## src/rtl/award_scheduler_pkg.sv

```systemverilog
`default_nettype none
// ============================================================================
//  Module      : award_scheduler_pkg
//  Description : Shared game types for the bonus award scheduler.
//  Revision    : 1.0 - initial release
// ============================================================================
package award_scheduler_pkg;

  typedef enum logic [2:0] {
    ST_IDLE    = 3'd0,
    ST_WAIT    = 3'd1,
    ST_SHOW    = 3'd2,
    ST_BLINK   = 3'd3,
    ST_COLLECT = 3'd4
  } state_t;

  localparam logic [1:0] AWARD_STAR   = 2'd0;
  localparam logic [1:0] AWARD_LIFE   = 2'd1;
  localparam logic [1:0] AWARD_SHIELD = 2'd2;
  localparam logic [1:0] AWARD_BOMB   = 2'd3;

  // x^8+x^6+x^5+x^4+1 -> feedback from bits 7,5,4,3
  localparam logic [7:0] c_lfsr_taps = 8'hB8;

  function automatic logic [7:0] lfsr_next(input logic [7:0] s);
    return {s[6:0], ^(s & c_lfsr_taps)};
  endfunction

endpackage
`default_nettype wire

```

## src/rtl/award_lfsr.sv

```systemverilog
`default_nettype none
// ============================================================================
//  Module      : award_lfsr
//  Description : Free-running 8-bit Fibonacci LFSR, shifts left every clock.
//  Revision    : 1.0 - initial release
// ============================================================================
module award_lfsr
  import award_scheduler_pkg::*;
#(
  parameter logic [7:0] SEED = 8'hA5
) (
  input  logic       clk,
  input  logic       reset,
  output logic [7:0] lfsr
);

  logic [7:0] r_lfsr;

  always_ff @(posedge clk) begin
    if (reset) r_lfsr <= SEED;
    else       r_lfsr <= lfsr_next(r_lfsr);
  end

  assign lfsr = r_lfsr;

endmodule
`default_nettype wire

```

## src/rtl/award_scheduler.sv

```systemverilog
`default_nettype none
// ============================================================================
//  Module      : award_scheduler
//  Description : Hide/show/blink sequencing of the bonus award with
//                round-robin pickup arbitration between the two tanks.
//  Revision    : 1.0 - initial release
// ============================================================================
module award_scheduler
  import award_scheduler_pkg::*;
#(
  parameter logic [3:0] HIDE_TICKS  = 4'd10,
  parameter logic [3:0] SHOW_TICKS  = 4'd5,
  parameter logic [3:0] BLINK_TICKS = 4'd2,
  parameter logic [7:0] LFSR_SEED   = 8'hA5
) (
  input  logic       clk,
  input  logic       reset,
  input  logic       tick,
  input  logic       enable,
  input  logic       p1_hit,
  input  logic       p2_hit,
  output logic       award_visible,
  output logic [3:0] award_slot_x,
  output logic [3:0] award_slot_y,
  output logic [1:0] award_type,
  output logic       grant_p1,
  output logic       grant_p2,
  output logic [1:0] grant_type
);

  state_t     r_state, w_state_nxt;
  logic [3:0] r_cnt, w_cnt_nxt;
  logic       r_phase, w_phase_nxt;
  logic       r_prio, w_prio_nxt;
  logic [3:0] r_slot_x, r_slot_y;
  logic [1:0] r_type;
  logic       r_grant_p1, r_grant_p2;
  logic       w_grant_p1, w_grant_p2;
  logic       w_latch;
  logic [7:0] w_lfsr;
  logic       w_any_hit, w_p1_wins;

  award_lfsr #(.SEED(LFSR_SEED)) u_lfsr (
    .clk   (clk),
    .reset (reset),
    .lfsr  (w_lfsr)
  );

  assign w_any_hit = p1_hit | p2_hit;
  // r_prio==0 favours player 1 when both tanks touch the award together
  assign w_p1_wins = p1_hit & (~p2_hit | ~r_prio);

  always_comb begin
    w_state_nxt = r_state;
    w_cnt_nxt   = r_cnt;
    w_phase_nxt = r_phase;
    w_prio_nxt  = r_prio;
    w_latch     = 1'b0;
    w_grant_p1  = 1'b0;
    w_grant_p2  = 1'b0;
    if (!enable) begin
      w_state_nxt = ST_IDLE;
    end else begin
      case (r_state)
        ST_IDLE: begin
          w_state_nxt = ST_WAIT;
          w_cnt_nxt   = HIDE_TICKS;
        end
        ST_WAIT: begin
          if (tick) begin
            if (r_cnt == 4'd1) begin
              w_latch     = 1'b1;
              w_state_nxt = ST_SHOW;
              w_cnt_nxt   = SHOW_TICKS;
            end else begin
              w_cnt_nxt = r_cnt - 4'd1;
            end
          end
        end
        ST_SHOW, ST_BLINK: begin
          if (w_any_hit) begin
            w_state_nxt = ST_COLLECT;
            w_grant_p1  = w_p1_wins;
            w_grant_p2  = ~w_p1_wins;
            if (p1_hit & p2_hit) w_prio_nxt = ~r_prio;
          end else if (tick) begin
            if (r_cnt == 4'd1) begin
              if (r_state == ST_SHOW) begin
                w_state_nxt = ST_BLINK;
                w_cnt_nxt   = BLINK_TICKS;
                w_phase_nxt = 1'b0;
              end else begin
                w_state_nxt = ST_WAIT;
                w_cnt_nxt   = HIDE_TICKS;
              end
            end else begin
              w_cnt_nxt = r_cnt - 4'd1;
              if (r_state == ST_BLINK) w_phase_nxt = ~r_phase;
            end
          end
        end
        ST_COLLECT: begin
          w_state_nxt = ST_WAIT;
          w_cnt_nxt   = HIDE_TICKS;
        end
        default: w_state_nxt = ST_IDLE;
      endcase
    end
  end

  always_ff @(posedge clk) begin
    if (reset) begin
      r_state    <= ST_IDLE;
      r_cnt      <= 4'd0;
      r_phase    <= 1'b0;
      r_prio     <= 1'b0;
      r_slot_x   <= 4'd0;
      r_slot_y   <= 4'd0;
      r_type     <= 2'd0;
      r_grant_p1 <= 1'b0;
      r_grant_p2 <= 1'b0;
    end else begin
      r_state    <= w_state_nxt;
      r_cnt      <= w_cnt_nxt;
      r_phase    <= w_phase_nxt;
      r_prio     <= w_prio_nxt;
      r_grant_p1 <= w_grant_p1;
      r_grant_p2 <= w_grant_p2;
      if (w_latch) begin
        r_slot_x <= w_lfsr[3:0];
        r_slot_y <= w_lfsr[7:4];
        r_type   <= w_lfsr[5:4] ^ w_lfsr[1:0];
      end
    end
  end

  assign award_visible = (r_state == ST_SHOW) | ((r_state == ST_BLINK) & r_phase);
  assign award_slot_x  = r_slot_x;
  assign award_slot_y  = r_slot_y;
  assign award_type    = r_type;
  assign grant_p1      = r_grant_p1;
  assign grant_p2      = r_grant_p2;
  assign grant_type    = (r_grant_p1 | r_grant_p2) ? r_type : 2'd0;

endmodule
`default_nettype wire

```

## config.mk

```make
export PLATFORM = sky130hd
export DESIGN_NAME = award_scheduler
export DESIGN_NICKNAME = d
export VERILOG_FILES = /design/src/rtl/award_scheduler_pkg.sv /design/src/rtl/award_lfsr.sv /design/src/rtl/award_scheduler.sv
export SDC_FILE = /design/constraint.sdc
export NUM_CORES = 1
export LEC_CHECK = 0
export CORE_UTILIZATION = 55
export CTS_BUF_LIST = sky130_fd_sc_hd__clkbuf_4 sky130_fd_sc_hd__clkbuf_8 sky130_fd_sc_hd__clkbuf_16
export CTS_CLUSTER_DIAMETER = 40
export CTS_CLUSTER_SIZE = 16
export DETAILED_ROUTE_END_ITERATION = 10
export GPL_TIMING_DRIVEN = 0
export PLACE_DENSITY = 0.91
export SYNTH_ARGS = -nofsm -noshare
export SYNTH_HDL_FRONTEND = slang
export SYNTH_SLANG_ARGS = --single-unit
```

## constraint.sdc

```tcl
create_clock -name clk -period 3.2 [get_ports clk]
set_input_delay 0.96 -clock clk [delete_from_list [all_inputs] [get_ports clk]]
set_output_delay 0.96 -clock clk [all_outputs]
set_load 0.03 [all_outputs]
```

## After elaboration in Yosys (flattened, before gate mapping)

Cells that the tools add are included.

| word-level totals | value |
|---|---|
| bits in registers | 29 |
| output and inout bits | 15 |
| word-level logic and storage cells | 72 |

| cells by class | value |
|---|---|
| add/sub/neg operators | 1 |
| eq/ne operators | 12 |
| mux-type cells | 22 |
| bitwise operators | 15 |
| reduce and logical (&&, ||, !) cells | 12 |

Operators by type and width:

| cell | count |
|---|---|
| $mux W4 | 6 |
| $mux W3 | 5 |
| $pmux W4 S3 | 1 |
| $pmux W3 S3 | 1 |
| $ne A2 B2 Y1 const B | 4 |
| $reduce_and A4 Y1 | 2 |
| $reduce_xor A8 Y1 | 1 |
| $mux W1 | 7 |
| $not A1 Y1 | 7 |
| $eq A3 B2 Y1 const B | 2 |
| $ne A3 B3 Y1 const B | 2 |
| $reduce_and A6 Y1 | 1 |
| $reduce_or A2 Y1 | 3 |
| $reduce_and A5 Y1 | 1 |
| $eq A4 B1 Y1 const B | 1 |
| $mux W2 | 2 |
| $or A1 B1 Y1 | 4 |
| $reduce_or A4 Y1 | 1 |
| $sub A4 B1 Y4 const B | 1 |
| $and A1 B1 Y1 | 3 |
| $eq A3 B1 Y1 const B | 1 |
| $eq A3 B3 Y1 const B | 1 |
| $logic_not A3 Y1 | 1 |
| $reduce_bool A3 Y1 | 1 |
| 3 further kinds | 3 |

## Logic depth before layout (Yosys ltp)

Gate-level depths: netlist (run 1).

| logic depth | value |
|---|---|
| depth in word-level cells | 6 |
| depth in mapped cells | 7 |
| depth with buffers taken out | 6 |

## Cells and area by module

A second synthesis (run 1) with hierarchy kept.

| second synthesis, totals | value |
|---|---|
| cells, all modules | 132 |
| area total of the unflattened synthesis | 1300.0 µm² |

By module, submodules not included:

| module | times used | cells an instance | area an instance (µm²) |
|---|---|---|---|
| award_scheduler | 1 | 113 | 1063.5 |
| award_lfsr | 1 | 19 | 236.5 |

## Worst setup path after synthesis (run 1)

Ideal clock, no wire load.

| timing path | value |
|---|---|
| path kind | reg-to-output |
| start point | register r_state[1] |
| end point | output award_visible |
| arrival | 1053 ps |
| required time | 2240 ps |
| slack | 1187 ps |
| stages on the path, launching flop included | 3 |
| buffers on the path | 0 |
| path through | dfxtp_1 -> nand2b_1 -> a21oi_1 |

| between the ends | value |
|---|---|
| cells in the longest elaborated chain, start to end | 3 |
| elaborated cells between the ends (all ways) | 4 |

Ends and longest elaborated chain:

| what | line | RTL |
|---|---|---|
| start: declaration | award_scheduler.sv:31 | `state_t r_state, w_state_nxt;` |
| start signal: assignment | award_scheduler.sv:123 | `r_state <= w_state_nxt;` |
| $eq A3 B2 Y1 | award_scheduler.sv:137 | `assign award_visible = (r_state == ST_SHOW) \| ((r_state == ST_BLINK) & r_phase);` |
| $and A1 B1 Y1 | award_scheduler.sv:137 |  |
| $or A1 B1 Y1 (*) | award_scheduler.sv:137 |  |
| end: declaration | award_scheduler.sv:22 | `output logic award_visible,` |

Every way passes the cells marked *; elsewhere a longest branch is shown, timed or not.

## Worst setup path in the final report (run 1)

Ends and elaborated chain as after synthesis.

==> results of run 1 <==
[critical path, cell delays in order (launching register included)]
cell and delay (ns):
dfxtp_1 0.51, nand2b_1 0.20, a21oi_1 0.16, clkdlybuf4s50_1 0.68
[logic make-up (layout without fill, tap and decap cells)]
kind of cell | count (synthesis) | after routing | synth area share
compound gates | 22 | 22 | 0.127
xor+xnor | 6 | 6 | 0.0425
fa+ha+maj | 2 | 2 | 0.0202
mux | 12 | 12 | 0.0981
buf+inv | 9 | 36 | 0.0303
flops | 29 | 29 | 0.469
simple gates | 47 | 47 | 0.212
[per-layer routing]
metal | vias to the layer above | routed length, um | track usage
met5 | - | 0 | 0
met4 | 0 | 48 | 0.110
met3 | 7 | 113 | 0.0903
met2 | 20 | 1260 | 0.406
met1 | 468 | 1100 | 0.253
li1 | 503 | - | -
[worst max path at each step]
stage / from / to
final: r_state[1]$_SDFFE_PP0P_ / award_visible
after global routing: r_state[1]$_SDFFE_PP0P_ / award_visible
after CTS: r_state[1]$_SDFFE_PP0P_ / award_visible
after detailed placement: p2_hit / r_cnt[1]$_SDFFE_PP0P_
after global placement: p2_hit / r_cnt[1]$_SDFFE_PP0P_
after floorplan: r_state[1]$_SDFFE_PP0P_ / award_visible
[cells in the final DEF (no fill, tap or decap), types with 2 or more instances in the layout]
cell,Yosys,final
inv_1,4,4
xor2_1,5,5
nand2_1,4,4
nand4_1,2,2
nor3_1,3,3
a221oi_1,2,2
dfxtp_1,29,29
o21ai_1,2,2
buf_2,3,3
ha_1,2,2
nor2b_1,6,6
clkbuf_4,0,6
or2_2,3,3
a21oi_1,4,4
nand2b_1,3,3
nor2_1,14,14
and2_1,2,2
o21a_1,3,3
clkbuf_1,2,2
mux2i_1,11,11
clkdlybuf4s50_1,0,20
a31oi_1,2,2
[cell type report]
| cell class | instances | area, um2 |
|---|---|---|
| buffer | 5 | 22.5 |
| clock buffer | 7 | 58.8 |
| fill | 144 | 512 |
| inverter | 4 | 15.0 |
| multi-input combinational | 89 | 619 |
| sequential | 29 | 581 |
| tap | 27 | 33.8 |
| timing repair buffer | 20 | 200 |
[per-stage QoR]
stage                     total power, mW  setup slack (ns)  cells  utilization  hold WS [ns]
after floorplan                     0.436              1.19    127            -         0.416
after detailed placement            0.457             0.619    174        0.721         0.452
after global routing                0.712             0.269    181        0.749         0.489
final                               0.681             0.367    181        0.749         0.461
after CTS                           0.685             0.357    181        0.749         0.469
after global placement              0.454             0.662    174        0.721         0.436
[state kept, by name (all words and copies together), names as in the netlist]
register / flops
r_cnt: 4
r_prio: 1
grant_p2: 1
u_lfsr.lfsr: 8
grant_p1: 1
award_slot_y: 4
award_type: 2
r_state: 3
r_phase: 1
award_slot_x: 4
[power breakdown]
| group | leakage, nW | internal (mW) | switching (mW) |
|---|---|---|---|
| Sequential | 0.237 | 0.375 | 0.0127 |
| Combinational | 0.369 | 0.0307 | 0.0317 |
| Clock | 0.0348 | 0.112 | 0.118 |
==> impl_metrics.csv, run 1 <==
group,metric,value,unit
outcome,status,"completed",
timing,maxSlewHeadroom,0.676,
global_routing,grt_max_degree,11,
clock_network,path_clk_slew,0.10,ns
timing,finalSetupViolations,0,
synthesis,syn_area_per_cell,9.74,um2
run,maxCapViolCount,0,
timing,period_needed,2.83,ns
clock_network,cts_resized,0,
synthesis,yosysSeqAreaShare,0.469,
clock_network,cts_tree,"done",
placement,gp_congestion,0.931,
synthesis,synthTopCellsByCount,"dfxtp_1 (29), nor2_1 (14), mux2i_1 (11)",
route,initialDrtViolationCount,13,
synthesis,synth_cell_types,41,
setup_path,reg2reg_slack,1.52,ns
synthesis,synth_fp_nets,135,
setup_path,worstReg2RegStart,"r_cnt[1]$_SDFFE_PP0P_",
route,viasPerCell,5.51,
clock_network,numCtsBuffers,5,
global_routing,grt_antenna_before_repair,0,
timing,drv_slew,0,
global_routing,grt_overflow,0,
min_path,hold_end,"u_lfsr.lfsr[7]$_SDFF_PP1_",
clock_network,clkLatencyLatePin,0.33,ns
setup_path,required,2.24,ns
synthesis,yosysWarnings,0,
floorplanning,start_util,0.606,
setup_path,crit_path_max_fanout,9,
floorplanning,dieArea,0.00244,mm2
timing,maxClockFrequency,0.353,GHz
power,p_leak,0.641,nW
layout,stdcell_area,0.00153,mm2
route,routedWlPerCell,13.9,um
clock_network,post_cts_buffers,0,
clock_network,cts_max_path_buffers,2,
route,drc_errors,0,
route,vias,998,
synthesis,synth_top_area_frac,0.469,
timing,finalHoldViolCount,0,
timing,worstMarginPinSlew,0.485,ns
synthesis,ys_top_cells_by_area,"dfxtp_1 (47%), mux2i_1 (8.9%), nor2_1 (4.2%)",
floorplanning,fp.dieH,49.4,um
floorplanning,fp.coreArea,0.00204,mm2
synthesis,yosysMostFrequentCell,"dfxtp_1",
floorplanning,die_w,49.4,um
placement,postPlaceCellArea,0.00147,mm2
layout,diodes,0,
global_routing,grt_use_total,0.236,
global_routing,grt_pass1_vias,963,
min_path,hp-start,"u_lfsr.lfsr[6]$_SDFF_PP0_",
floorplanning,rows,16,
synthesis,synthFlopType,"dfxtp_1",
route,drt_pass1_iterations,4,
global_routing,grt_pass1_wl,4.24,mm
synthesis,ys_seq_elements,29,
setup_path,crit_arrival,1.87,ns
setup_path,timing.rr.end,"r_cnt[2]$_SDFFE_PP0P_",
synthesis,syn_inst,127,
clock_network,cts_root_buf,"clkbuf_4",
timing,finClkSkew,0.0185,ns
route,drt-total-wl,2.52,mm
min_path,min_path_cells,1,
timing,rsz0062_at_grt,"no",
synthesis,syn-cell-area,0.00124,mm2
clock_network,hold_buffers,0,
layout,drive_gt1_frac,0.117,
synthesis,async_flop_share,0,
floorplanning,ios,21,
setup_path,worstSetupPathType,"register to output port",
timing,setup_total_negative_slack,0,ns
synthesis,synth_top_area_cell,"dfxtp_1",
placement,io_buffers,20,
synthesis,synth-edff-count,0,
layout,finalNetCount,162,
min_path,hp-class,"register to register",
layout,area_delta_synth_final,23.7,%
clock_network,cts.sinks,29,
power,power_density,445,mW/mm2
power,irDropWorstVdd,0.000392,V
timing,min_period_over_period,0.885,
placement,dp_hpwl,1.78,mm
setup_path,r2r.worst_path.cells,6,
setup_path,start_kind,"register",
setup_path,endpoint_kind,"output port",
route,ant_nets,0,
clock_network,cts_htree_levels,2,
(Power assumes the default switching activity.)
==> run 2, diff against run 1 <==
==> constraint.sdc (replaced) <==
create_clock -name clk -period 3.7 [get_ports clk]
set_input_delay 1.11 -clock clk [delete_from_list [all_inputs] [get_ports clk]]
set_output_delay 1.11 -clock clk [all_outputs]
set_load 0.03 [all_outputs]
==> results of run 2 <==
The final DEF is identical to that of run 1. Status: completed.
Main changes from that run: setup slack after placement 0.619 ns -> 0.969 ns; setup slack after layout 0.367 ns -> 0.717 ns; register-to-register setup slack 1.52 ns -> 2.02 ns; total power 0.681 mW -> 0.589 mW; worst IR drop on VDD 0.000392 V -> 0.000339 V
==> run 3, diff against run 2 <==
--- a/config.mk
+++ b/config.mk
@@ -5,13 +5,13 @@
 export SDC_FILE = /design/constraint.sdc
 export NUM_CORES = 1
 export LEC_CHECK = 0
-export CORE_UTILIZATION = 55
+export CORE_UTILIZATION = 51
 export CTS_BUF_LIST = sky130_fd_sc_hd__clkbuf_4 sky130_fd_sc_hd__clkbuf_8 sky130_fd_sc_hd__clkbuf_16
 export CTS_CLUSTER_DIAMETER = 40
 export CTS_CLUSTER_SIZE = 16
 export DETAILED_ROUTE_END_ITERATION = 10
 export GPL_TIMING_DRIVEN = 0
-export PLACE_DENSITY = 0.91
+export PLACE_DENSITY = 0.86
 export SYNTH_ARGS = -nofsm -noshare
 export SYNTH_HDL_FRONTEND = slang
 export SYNTH_SLANG_ARGS = --single-unit
==> constraint.sdc (replaced) <==
create_clock -name clk -period 3 [get_ports clk]
set_input_delay 0.9 -clock clk [delete_from_list [all_inputs] [get_ports clk]]
set_output_delay 0.9 -clock clk [all_outputs]
set_load 0.03 [all_outputs]
==> run 3 against run 2 <==
  * Die area is 7.5% higher
  * Global-route usage shrank 2.1 points
  * Final cell count up 1.1%
  * Largest cell class unchanged
  * Largest power group unchanged
  * Core utilization decreased by 6.5 points
  * Power grew 28%
  * Highest routed layer unchanged
==> impl_metrics.csv, run 3 (synthesis results as in run 1) <==
group,metric,value,unit
placement,gp_congestion,0.891,
setup_path,slowest_delay,0.68,ns
global_routing,grt_max_degree,11,
setup_path,path_buf_inv,1,
placement,post-place-ws,0.386,ns
setup_path,cpLargestDelayFamily,"buffers and inverters",
global_routing,grt_overflow,0,
placement,dp_cells,175,
route,vias,1039,
layout,finalNetCount,162,
global_routing,grt_pass1_wl,4.07,mm
timing,drv_slew,0,
global_routing,top_usage_layer,"met2",
clock_network,path_clk_slew,0.09,ns
layout,stdcell_area,0.00154,mm2
route,initialDrtViolationCount,18,
clock_network,cts_resized,0,
timing,rsz0062_at_grt,"no",
setup_path,start_kind,"register",
timing,finalHoldViolCount,0,
setup_path,cp_slowest_cell,"clkdlybuf4s50_1",
setup_path,crit_arrival,1.84,ns
timing,timing.hold.ws,0.452,ns
layout,diodes,0,
placement,dp_hpwl,1.79,mm
route,ant_nets,0,
power,seqPwrFrac,0.549,
timing,worstMarginPinSlew,0.487,ns
setup_path,crit_path_max_fanout,9,
route,drt-total-wl,2.49,mm
min_path,hp-start,"u_lfsr.lfsr[6]$_SDFF_PP0_",
floorplanning,dieArea,0.00263,mm2
clock_network,cts_htree_levels,2,
clock_network,cts_tree,"done",
power,power_density,488,mW/mm2
outcome,status,"completed",
setup_path,required,2.10,ns
timing,finalSetupViolations,0,
floorplanning,start_util,0.549,
timing,setup_total_negative_slack,0,ns
route,drc_errors,0,
power,p_leak,0.647,nW
global_routing,grt_pass1_vias,948,
setup_path,worstSetupPathType,"register to output port",
route,drt_pass1_iterations,4,
placement,io_buffers,20,
global_routing,grt_use_total,0.215,
power,swShare,0.244,
layout,largest_reg_flops,8,
global_routing,grt_antenna_before_repair,0,
timing,timing.final.ws_setup,0.258,ns
floorplanning,die_w,51.3,um
timing,min_period_over_period,0.914,
layout,instances_no_fill,183,
layout,final_common_cell,"dfxtp_1",
floorplanning,ios,21,
clock_network,post_cts_buffers,0,
clock_network,hold_buffers,0,
setup_path,startpoint,"r_state[1]$_SDFFE_PP0P_",
power,p_sw,184,uW
power,pwr-share-clk,0.360,
global_routing,grt_util_met3,0.0774,
floorplanning,fp.coreArea,0.00225,mm2
setup_path,worstReg2RegStart,"r_cnt[1]$_SDFFE_PP0P_",
power,irDropWorstVdd,0.000387,V
run,maxCapViolCount,0,
clock_network,cts_root_buf,"clkbuf_4",
min_path,hp-class,"register to register",
floorplanning,fp.dieH,51.3,um
route,viasPerCell,5.68,
clock_network,cts.sinks,29,
clock_network,clkLatencyLatePin,0.33,ns
timing,maxClockFrequency,0.365,GHz
timing,period_needed,2.74,ns
placement,postPlaceCellArea,0.00147,mm2
timing,maxSlewHeadroom,0.675,
power,power.internal,569,uW
global_routing,grtUsageMet2,0.344,
layout,mostFrequentLayoutCells,"dfxtp_1 (29), clkdlybuf4s50_1 (20), nor2_1 (14), mux2i_1 (11), nor2b_1 (6)",
layout,area_delta_synth_final,24.7,%
clock_network,cts_max_path_buffers,2,
setup_path,crit_chain,"nand2b_1 -> a21oi_1 -> clkdlybuf4s50_1",
timing,finClkSkew,0.00485,ns
route,routedWlPerCell,13.6,um
floorplanning,rows,17,
layout,drive_gt1_frac,0.123,
clock_network,numCtsBuffers,5,
power,combPwrFrac,0.091,
global_routing,use_met1,0.245,
setup_path,endpoint_kind,"output port",
## run 3: changes by cell type in the layout (fill, tap and decap cells not counted), sizes merged
cell / change
clkinv: +1
## run 3: worst register-to-register path: stages, from the launching register on
cell      delay [ns]
dfxtp_1         0.36
inv_1           0.08
ha_1            0.20
nor3b_2         0.16
buf_2           0.19
a221o_1         0.33
a221oi_1        0.27
## run 3: path summary, 6_finish.rpt
kind | slack, ns | end | cells past startpoint
worst max-delay path | 0.26 | award_visible | 3
worst min-delay path | 0.45 | u_lfsr.lfsr[7]$_SDFF_PP1_ | 1
worst max register to register | 1.33 | r_cnt[2]$_SDFFE_PP0P_ | 6
worst min register to register | 0.45 | u_lfsr.lfsr[7]$_SDFF_PP1_ | 1
## run 3: area by class of cell
type | instances | area [um2]
Buffer | 5 | 22.5
Clock buffer | 7 | 65.1
Clock inverter | 1 | 5.00
Fill cell | 195 | 712
Inverter | 4 | 15.0
Multi-Input combinational cell | 89 | 619
Sequential cell | 29 | 581
Tap cell | 28 | 35.0
Timing Repair Buffer | 20 | 200
## run 3: routing by layer
layer / wire (um) / vias up
li1: - / 503
met1: 1110 / 491
met2: 1160 / 36
met3: 139 / 9
met4: 78 / 0
met5: 0 / -
## run 3: through the flow
stage          power, mW  utilization
2_1_floorplan      0.465            -
4_1_cts            0.757        0.684
5_1_grt            0.779        0.684
3_5_place_dp       0.490        0.653
3_3_place_gp       0.485        0.653
6_report           0.753        0.684
## run 3: power by group through the flow
stage / clock (mW) / combinational (mW) / sequential [mW]
after global placement: 0 / 0.0637 / 0.421
after floorplan: 0 / 0.0456 / 0.419
after detailed placement: 0 / 0.0678 / 0.422
after global routing: 0.289 / 0.0748 / 0.415
after CTS: 0.275 / 0.0683 / 0.413
final: 0.271 / 0.0685 / 0.413
